===== src/rtl/change_dispenser_pkg.sv =====
// change_dispenser_pkg: values shared by the change dispenser and the sale controller.
// Holds the default amount/inventory widths, coin values in nickel units and
// the dispenser FSM state encoding.
package change_dispenser_pkg;

  localparam int AMT_W_DEF   = 4;
  localparam int CNT_W_DEF   = 6;
  localparam int TIMEOUT_DEF = 255;

  // Coin values expressed in nickel units.
  localparam int unsigned NICKEL = 1;
  localparam int unsigned DIME   = 2;

  localparam logic [2:0] ST_IDLE    = 3'd0;
  localparam logic [2:0] ST_SELECT  = 3'd1;
  localparam logic [2:0] ST_EJECT   = 3'd2;
  localparam logic [2:0] ST_RELEASE = 3'd3;
  localparam logic [2:0] ST_DONE    = 3'd4;
  localparam logic [2:0] ST_FAULT   = 3'd5;

  // Busy covers every state that is working a transaction.
  function automatic logic is_busy_state(input logic [2:0] st);
    return (st == ST_SELECT) || (st == ST_EJECT) ||
           (st == ST_RELEASE) || (st == ST_DONE);
  endfunction

endpackage


===== src/rtl/change_dispenser_handshake_timer.sv =====
// change_dispenser_handshake_timer: clearable wait counter with a terminal-count flag.
// Ports: i_clk/i_reset (async active-high), i_clr restarts the count,
// i_en advances it, o_tc is high once TIMEOUT cycles have been counted.
module change_dispenser_handshake_timer
  import change_dispenser_pkg::*;
#(
  parameter int TIMEOUT = TIMEOUT_DEF
) (
  input  logic i_clk,
  input  logic i_reset,
  input  logic i_clr,
  input  logic i_en,
  output logic o_tc
);

  localparam int CW = $clog2(TIMEOUT + 1);

  logic [CW-1:0] r_cnt;

  // The cycle in which the count reads TIMEOUT-1 is the TIMEOUT-th waiting
  // cycle, so a wait that is still unanswered there has used its full budget.
  assign o_tc = (r_cnt == CW'(TIMEOUT - 1));

  always_ff @(posedge i_clk or posedge i_reset) begin
    if (i_reset) begin
      r_cnt <= '0;
    end else if (i_clr) begin
      r_cnt <= '0;
    end else if (i_en && !o_tc) begin
      r_cnt <= r_cnt + 1'b1;
    end
  end

endmodule


===== src/rtl/change_dispenser.sv =====
// change_dispenser: pays out change as dime/nickel eject requests over a 4-phase
// req/ack handshake with the coin-return mechanism, tracking coin inventory.
// Ports: start/amount and load/load_n/load_d sampled in IDLE; coin_ack from the
// mechanism; eject_n/eject_d requests; busy/done/short/fault status; remaining,
// nickels and dimes expose the unpaid amount and inventory. All outputs registered.
module change_dispenser
  import change_dispenser_pkg::*;
#(
  parameter int AMT_W   = AMT_W_DEF,
  parameter int CNT_W   = CNT_W_DEF,
  parameter int TIMEOUT = TIMEOUT_DEF
) (
  input  logic             clk,
  input  logic             reset,
  input  logic             start,
  input  logic [AMT_W-1:0] amount,
  input  logic             load,
  input  logic [CNT_W-1:0] load_n,
  input  logic [CNT_W-1:0] load_d,
  input  logic             coin_ack,
  output logic             eject_n,
  output logic             eject_d,
  output logic             busy,
  output logic             done,
  output logic             short,
  output logic             fault,
  output logic [AMT_W-1:0] remaining,
  output logic [CNT_W-1:0] nickels,
  output logic [CNT_W-1:0] dimes
);

  logic [2:0]       r_state;
  logic             r_eject_n;
  logic             r_eject_d;
  logic             r_busy;
  logic             r_done;
  logic             r_short;
  logic             r_fault;
  logic [AMT_W-1:0] r_remaining;
  logic [CNT_W-1:0] r_nickels;
  logic [CNT_W-1:0] r_dimes;

  logic [2:0] w_next;
  logic       w_tc;
  logic       w_clr;
  logic       w_sel_d;
  logic       w_sel_n;
  logic       w_short_sel;
  logic       w_coin_taken;
  logic       w_timer_en;

  assign w_timer_en = (r_state == ST_EJECT) || (r_state == ST_RELEASE);

  change_dispenser_handshake_timer #(
    .TIMEOUT (TIMEOUT)
  ) u_timer (
    .i_clk   (clk),
    .i_reset (reset),
    .i_clr   (w_clr),
    .i_en    (w_timer_en),
    .o_tc    (w_tc)
  );

  always_comb begin
    w_next       = r_state;
    w_clr        = 1'b0;
    w_sel_d      = 1'b0;
    w_sel_n      = 1'b0;
    w_short_sel  = 1'b0;
    w_coin_taken = 1'b0;
    case (r_state)
      ST_IDLE: begin
        // A simultaneous load takes precedence and the start is dropped.
        if (start && !load) w_next = ST_SELECT;
      end
      ST_SELECT: begin
        // Largest coin first; never pay a dime against a single nickel owed.
        if ((r_remaining >= AMT_W'(DIME)) && (r_dimes != '0)) begin
          w_next  = ST_EJECT;
          w_sel_d = 1'b1;
          w_clr   = 1'b1;
        end else if ((r_remaining >= AMT_W'(NICKEL)) && (r_nickels != '0)) begin
          w_next  = ST_EJECT;
          w_sel_n = 1'b1;
          w_clr   = 1'b1;
        end else begin
          w_next      = ST_DONE;
          w_short_sel = (r_remaining != '0);
        end
      end
      ST_EJECT: begin
        if (coin_ack) begin
          w_next       = ST_RELEASE;
          w_clr        = 1'b1;
          w_coin_taken = 1'b1;
        end else if (w_tc) begin
          w_next = ST_FAULT;
        end
      end
      ST_RELEASE: begin
        if (!coin_ack) begin
          w_next = ST_SELECT;
        end else if (w_tc) begin
          w_next = ST_FAULT;
        end
      end
      ST_DONE:  w_next = ST_IDLE;
      ST_FAULT: w_next = ST_FAULT;
      default:  w_next = ST_IDLE;
    endcase
  end

  always_ff @(posedge clk or posedge reset) begin
    if (reset) begin
      r_state     <= ST_IDLE;
      r_eject_n   <= 1'b0;
      r_eject_d   <= 1'b0;
      r_busy      <= 1'b0;
      r_done      <= 1'b0;
      r_short     <= 1'b0;
      r_fault     <= 1'b0;
      r_remaining <= '0;
      r_nickels   <= '0;
      r_dimes     <= '0;
    end else begin
      r_state <= w_next;
      r_busy  <= is_busy_state(w_next);
      r_done  <= (w_next == ST_DONE);
      r_fault <= (w_next == ST_FAULT);

      // Requests rise on leaving SELECT and fall on any exit from EJECT
      // (coin released or handshake timeout).
      if (w_sel_d) begin
        r_eject_d <= 1'b1;
      end else if (w_sel_n) begin
        r_eject_n <= 1'b1;
      end else if ((r_state == ST_EJECT) && (w_next != ST_EJECT)) begin
        r_eject_d <= 1'b0;
        r_eject_n <= 1'b0;
      end

      if (r_state == ST_IDLE) begin
        if (load) begin
          r_nickels <= load_n;
          r_dimes   <= load_d;
        end else if (start) begin
          r_remaining <= amount;
          r_short     <= 1'b0;
        end
      end

      if (w_short_sel) r_short <= 1'b1;

      // SELECT only picks a coin that is in stock and not more than owed,
      // so these subtractions cannot wrap.
      if (w_coin_taken) begin
        if (r_eject_d) begin
          if (r_dimes != '0) r_dimes <= r_dimes - CNT_W'(1);
          r_remaining <= r_remaining - AMT_W'(DIME);
        end else begin
          if (r_nickels != '0) r_nickels <= r_nickels - CNT_W'(1);
          r_remaining <= r_remaining - AMT_W'(NICKEL);
        end
      end
    end
  end

  assign eject_n   = r_eject_n;
  assign eject_d   = r_eject_d;
  assign busy      = r_busy;
  assign done      = r_done;
  assign short     = r_short;
  assign fault     = r_fault;
  assign remaining = r_remaining;
  assign nickels   = r_nickels;
  assign dimes     = r_dimes;

endmodule


===== config.mk =====
export PLATFORM = sky130hd
export DESIGN_NAME = change_dispenser
export DESIGN_NICKNAME = d
export VERILOG_FILES = /design/src/rtl/change_dispenser_pkg.sv /design/src/rtl/change_dispenser_handshake_timer.sv /design/src/rtl/change_dispenser.sv
export SDC_FILE = /design/constraint.sdc
export NUM_CORES = 1
export LEC_CHECK = 0
export CAP_MARGIN = 20
export CORE_MARGIN = 10
export CORE_UTILIZATION = 55
export CTS_CLUSTER_SIZE = 40
export DETAILED_ROUTE_END_ITERATION = 8
export PLACE_DENSITY_LB_ADDON = 0.08
export SKIP_LAST_GASP = 1
export SLEW_MARGIN = 20
export SYNTH_ARGS = -nofsm -noshare
export SYNTH_HDL_FRONTEND = slang
export SYNTH_SLANG_ARGS = --single-unit

===== constraint.sdc =====
create_clock -name clk -period 3.9 [get_ports clk]
set_input_delay 0.585 -clock clk [delete_from_list [all_inputs] [get_ports clk]]
set_output_delay 0.585 -clock clk [all_outputs]
set_load 0.005 [all_outputs]

==> implementation parameters <==
Parameter                              Value

Timing
  Maximum clock frequency ... 482 MHz
  Largest clock skew in the final design ... 7.49 ps
  Total of endpoints with negative setup slack in the final report ... 0
  Setup TNS ... 0 ps
  Number of endpoints with negative hold slack in the final report ... 0
  Slew at the pin with the worst max-slew slack ... between 400 and 500 ps
  Time the final worst path needs with I/O delays and setup ... 2080 ps
  Max-slew violation count ... 0
  Setup repair after global routing missed its margin ... false
  Worst slew margin relative to its limit ... a little over two thirds
  Part of the cycle the worst path needs ... 53.2%

Floorplanning
  Core area ... 3660 sq um
  Ports placed on the boundary ... 43
  Chip width ... 81.6 microns
  Initial core utilization ... 56.9%
  Floorplan die height ... 81.6 microns
  Die footprint ... approximately 6700 sq um
  Number of cell rows ... 22

Logic synthesis
  Share of flip-flops with an asynchronous set or reset after synthesis ... 100%
  Dominant combinational cell family by area after synthesis ... simple AND/OR/NAND/NOR gates
  Area share of the leading cell type in the synthesized netlist ... just under 40%
  Sequential cell area fraction in the yosys report ... just under 40%
  Count of synthesis-stage warnings from yosys ... 0
  Cells after synthesis ... approximately 210
  Simple-gate share of the synthesized area ... 24.2%
  Syn Std Cell Area ... roughly 2100 sq um
  Unique cell type count in the Yosys netlist ... 58
  Primary FF master, synth ... dfrtp_1
  Mean cell area of the mapped netlist ... approximately 9.7 sq um
  Number of flip-flops and latches in the synthesized netlist ... 33
  Portion of netlist area occupied by mux cells ... ~3.4%
  Synthesized-area fraction occupied by ao, oa, aoi and oai cells ... a little under a fifth
  Synth area leaders ... dfrtp_1, ha_1, nand2_1, mux2i_1, inv_1
  XOR/XNOR share of the synthesized area ... around 2.9%
  Adder-cell share of the synthesized area ... under 10%
  Cell type contributing the most total cell area after synthesis ... dfrtp_1
  Post-synth EDFFs ... 0
  Nets in the synthesized netlist ... approximately 250

Clock tree
  Clock Sink Count ... 33
  Clock root buffer ... clkbuf_8
  Number of buffers created by CTS ... 5
  Insertion delay of the later-clocked pin in the worst-skew pair ... just under 300 ps
  Maximum count of clock buffers along a single path ... 2
  Post-CTS Hold Fix Bufs ... 0
  H-tree depth ... 2
  Resized Gates After CTS ... 0
  TritonCTS clock tree ... yes
  Post-CTS setup buffer count ... 0
  Clock-pin transition on the worst setup and hold timing paths ... roughly 70 ps

Routing
  Iteration-0 DRC Markers ... 100
  Final routed wire length divided by cell count ... about 16 microns
  Post-detailed-route via-to-cell ratio ... 5.78
  Final routed DRC violation total ... 0
  Routed Antenna Nets ... 0
  Via count of the routed design ... about 1,800
  First-pass DRT Iterations ... 5
  Post-detailed-routing wire length ... between 4000 and 5000 microns

Critical path
  Data arrival at the endpoint of the critical path ... between 2000 and 2500 ps
  Critical path buffers and inverters ... 1
  Cell at the slowest stage of the critical path ... clkdlybuf4s50_1
  Kind of cell with the highest combined delay on the critical path ... simple AND/OR/NAND/NOR gates
  Category of the worst setup path capture point ... flop
  Crit path max fanout ... 7
  Cells along the critical path ... clkdlybuf4s50_1, nand4bb_1, nor2_1, a211oi_1, a211oi_1
  Cell mode on critical path ... a211oi_1
  Crit path required time ... just over 4000 ps
  Worst Setup Path Type ... in -> reg
  Startpoint type of the worst setup path ... primary input
  CP max stage delay ... around 570 ps

Placed design
  HPWL Detailed ... 3630 microns
  Port Buffer Count ... 42
  Final GP Congestion ... between 0.8 and 0.9

Power and ir drop
  P_sw ... ~0.77 mW
  Pleak ... roughly 1.1 nW
  Sequential Power Share ... a little over a third
  Power per Cell Area ... just over 700 nW/um^2
  Clock share of power ... 17.0%
  IR drop worst, VDD ... 388 uV
  Total Power Consumption ... about 1.9 mW
  Internal Pwr Total ... roughly 1.2 mW
  Net Sw Frac ... between 30% and 40%
  Part of the power in combinational logic ... ~48%

Cells and area
  Layout cell share with drive strength beyond 1 ... under 10%
  Most common cell after layout, fill and taps aside ... clkdlybuf4s50_1
  Area growth syn-to-layout ... 28.8%
  Top library cells by usage in the layout, fill and taps aside ... clkdlybuf4s50_1, dfrtp_1, nand2_1
  ANT cells ... 0
  Area of the multi-input gates ... 1190 sq um
  Final design utilization ... 73.3%
  Storage element area ... between 800 and 900 sq um
  Final layout net count ... roughly 290
  Fill count ... between 200 and 300

Global routing
  Global Route Usage Sum ... 15.5%
  Remaining global-route overflow ... 0
  Maximum number of pins on one net before global-route repair ... 34
  Number of global-route vias before repair ... between 1,500 and 2,000
  First-pass GRT wire length ... 8090 microns
  Number of antenna violations at the first check in global routing ... 0

Outcome
  Status ... completed

Hold path
  Hold Crit Class ... reg -> reg

Job
  Count of max-cap constraint violations ... 0
## through the flow
step | instances | setup slack [ps] | hold WS [ps] | cell area [sq um]
after floorplan | 214 | 2080 | 479 | 2080
after CTS | 307 | 1840 | 492 | 2680
after detailed placement | 299 | 1570 | 478 | 2570
after global routing | 307 | 1700 | 533 | 2680
after global placement | 299 | 1610 | 473 | 2570
final | 307 | 1820 | 485 | 2680
## logic make-up (layout without fill, tap and decap cells)
| logic type | Yosys count | after routing |
|---|---|---|
| AOI/OAI and AO/OA | 48 | 48 |
| xor gates and xnor gates | 7 | 7 |
| adders and majority gates | 11 | 11 |
| buffers and inverters | 22 | 67 |
| DFF | 33 | 33 |
| muxes | 7 | 7 |
| and+or+nand+nor | 86 | 86 |
## worst paths after layout
kind                            startpoint          endpoint  slack (ps)  cells after the start
max in group asynchronous            reset      remaining[1]        2920                      3
worst min-delay path                 short             short         490                      2
worst max register to register  nickels[0]  u_timer.r_cnt[7]        1890                      6
worst min register to register       short             short         490                      2
min in group asynchronous            reset  u_timer.r_cnt[0]         680                      3
worst max-delay path              coin_ack        nickels[5]        1820                      5
## layer usage
layer	share of wire, %	GRT usage (%)
met2	47	24.3
met3	8.2	6.99
met4	1.5	5.36
met5	0	0
met1	44	18.5
## cell type report
cell class	count	area share, %
clock buffer	7	3.22
clock inverter	1	1.12
inverter	14	1.96
multi-input combinational	159	44.2
sequential	33	30.8
tap	48	2.24
timing repair buffer	45	16.5
## Yosys cell counts (all sizes together) (2+ instances only)
master	count
and2	3
ha	10
clkbuf	4
buf	4
o21ai	9
or3	2
a21oi	11
o211ai	5
nand3	10
nor2	12
a211oi	2
nor3	10
dfrtp	33
inv	14
xnor2	5
mux2i	6
nand2	20
a32oi	5
nor3b	2
xor2	2
a31oi	2
nor4b	3
a2111oi	2
and3	4
nor2b	2
nand4	5
or4b	3
## power by group through the flow
stage | sequential [mW] | combinational [mW] | clock (mW)
floorplan | 0.616 | 0.613 | 0
global placement | 0.684 | 0.911 | 0
detailed placement | 0.682 | 0.926 | 0
CTS | 0.680 | 0.939 | 0.340
global route | 0.710 | 1.03 | 0.351
finish | 0.681 | 0.930 | 0.330
## registers in the layout, summed over array words and instances (netlist names)
name and cells:
u_timer.r_cnt 8, dimes 6, nickels 6, remaining 4
r_state 3, busy 1, done 1, eject_d 1
eject_n 1, fault 1, short 1
## worst register-to-register path, cell delays in order (launching register included)
cell       delay [ps]
dfrtp_1           430
inv_1              80
ha_1              230
or4b_4            540
o21ai_4           210
a21oi_4           140
a2111oi_4         280
No activity file was read; power rests on OpenSTA's default activity.
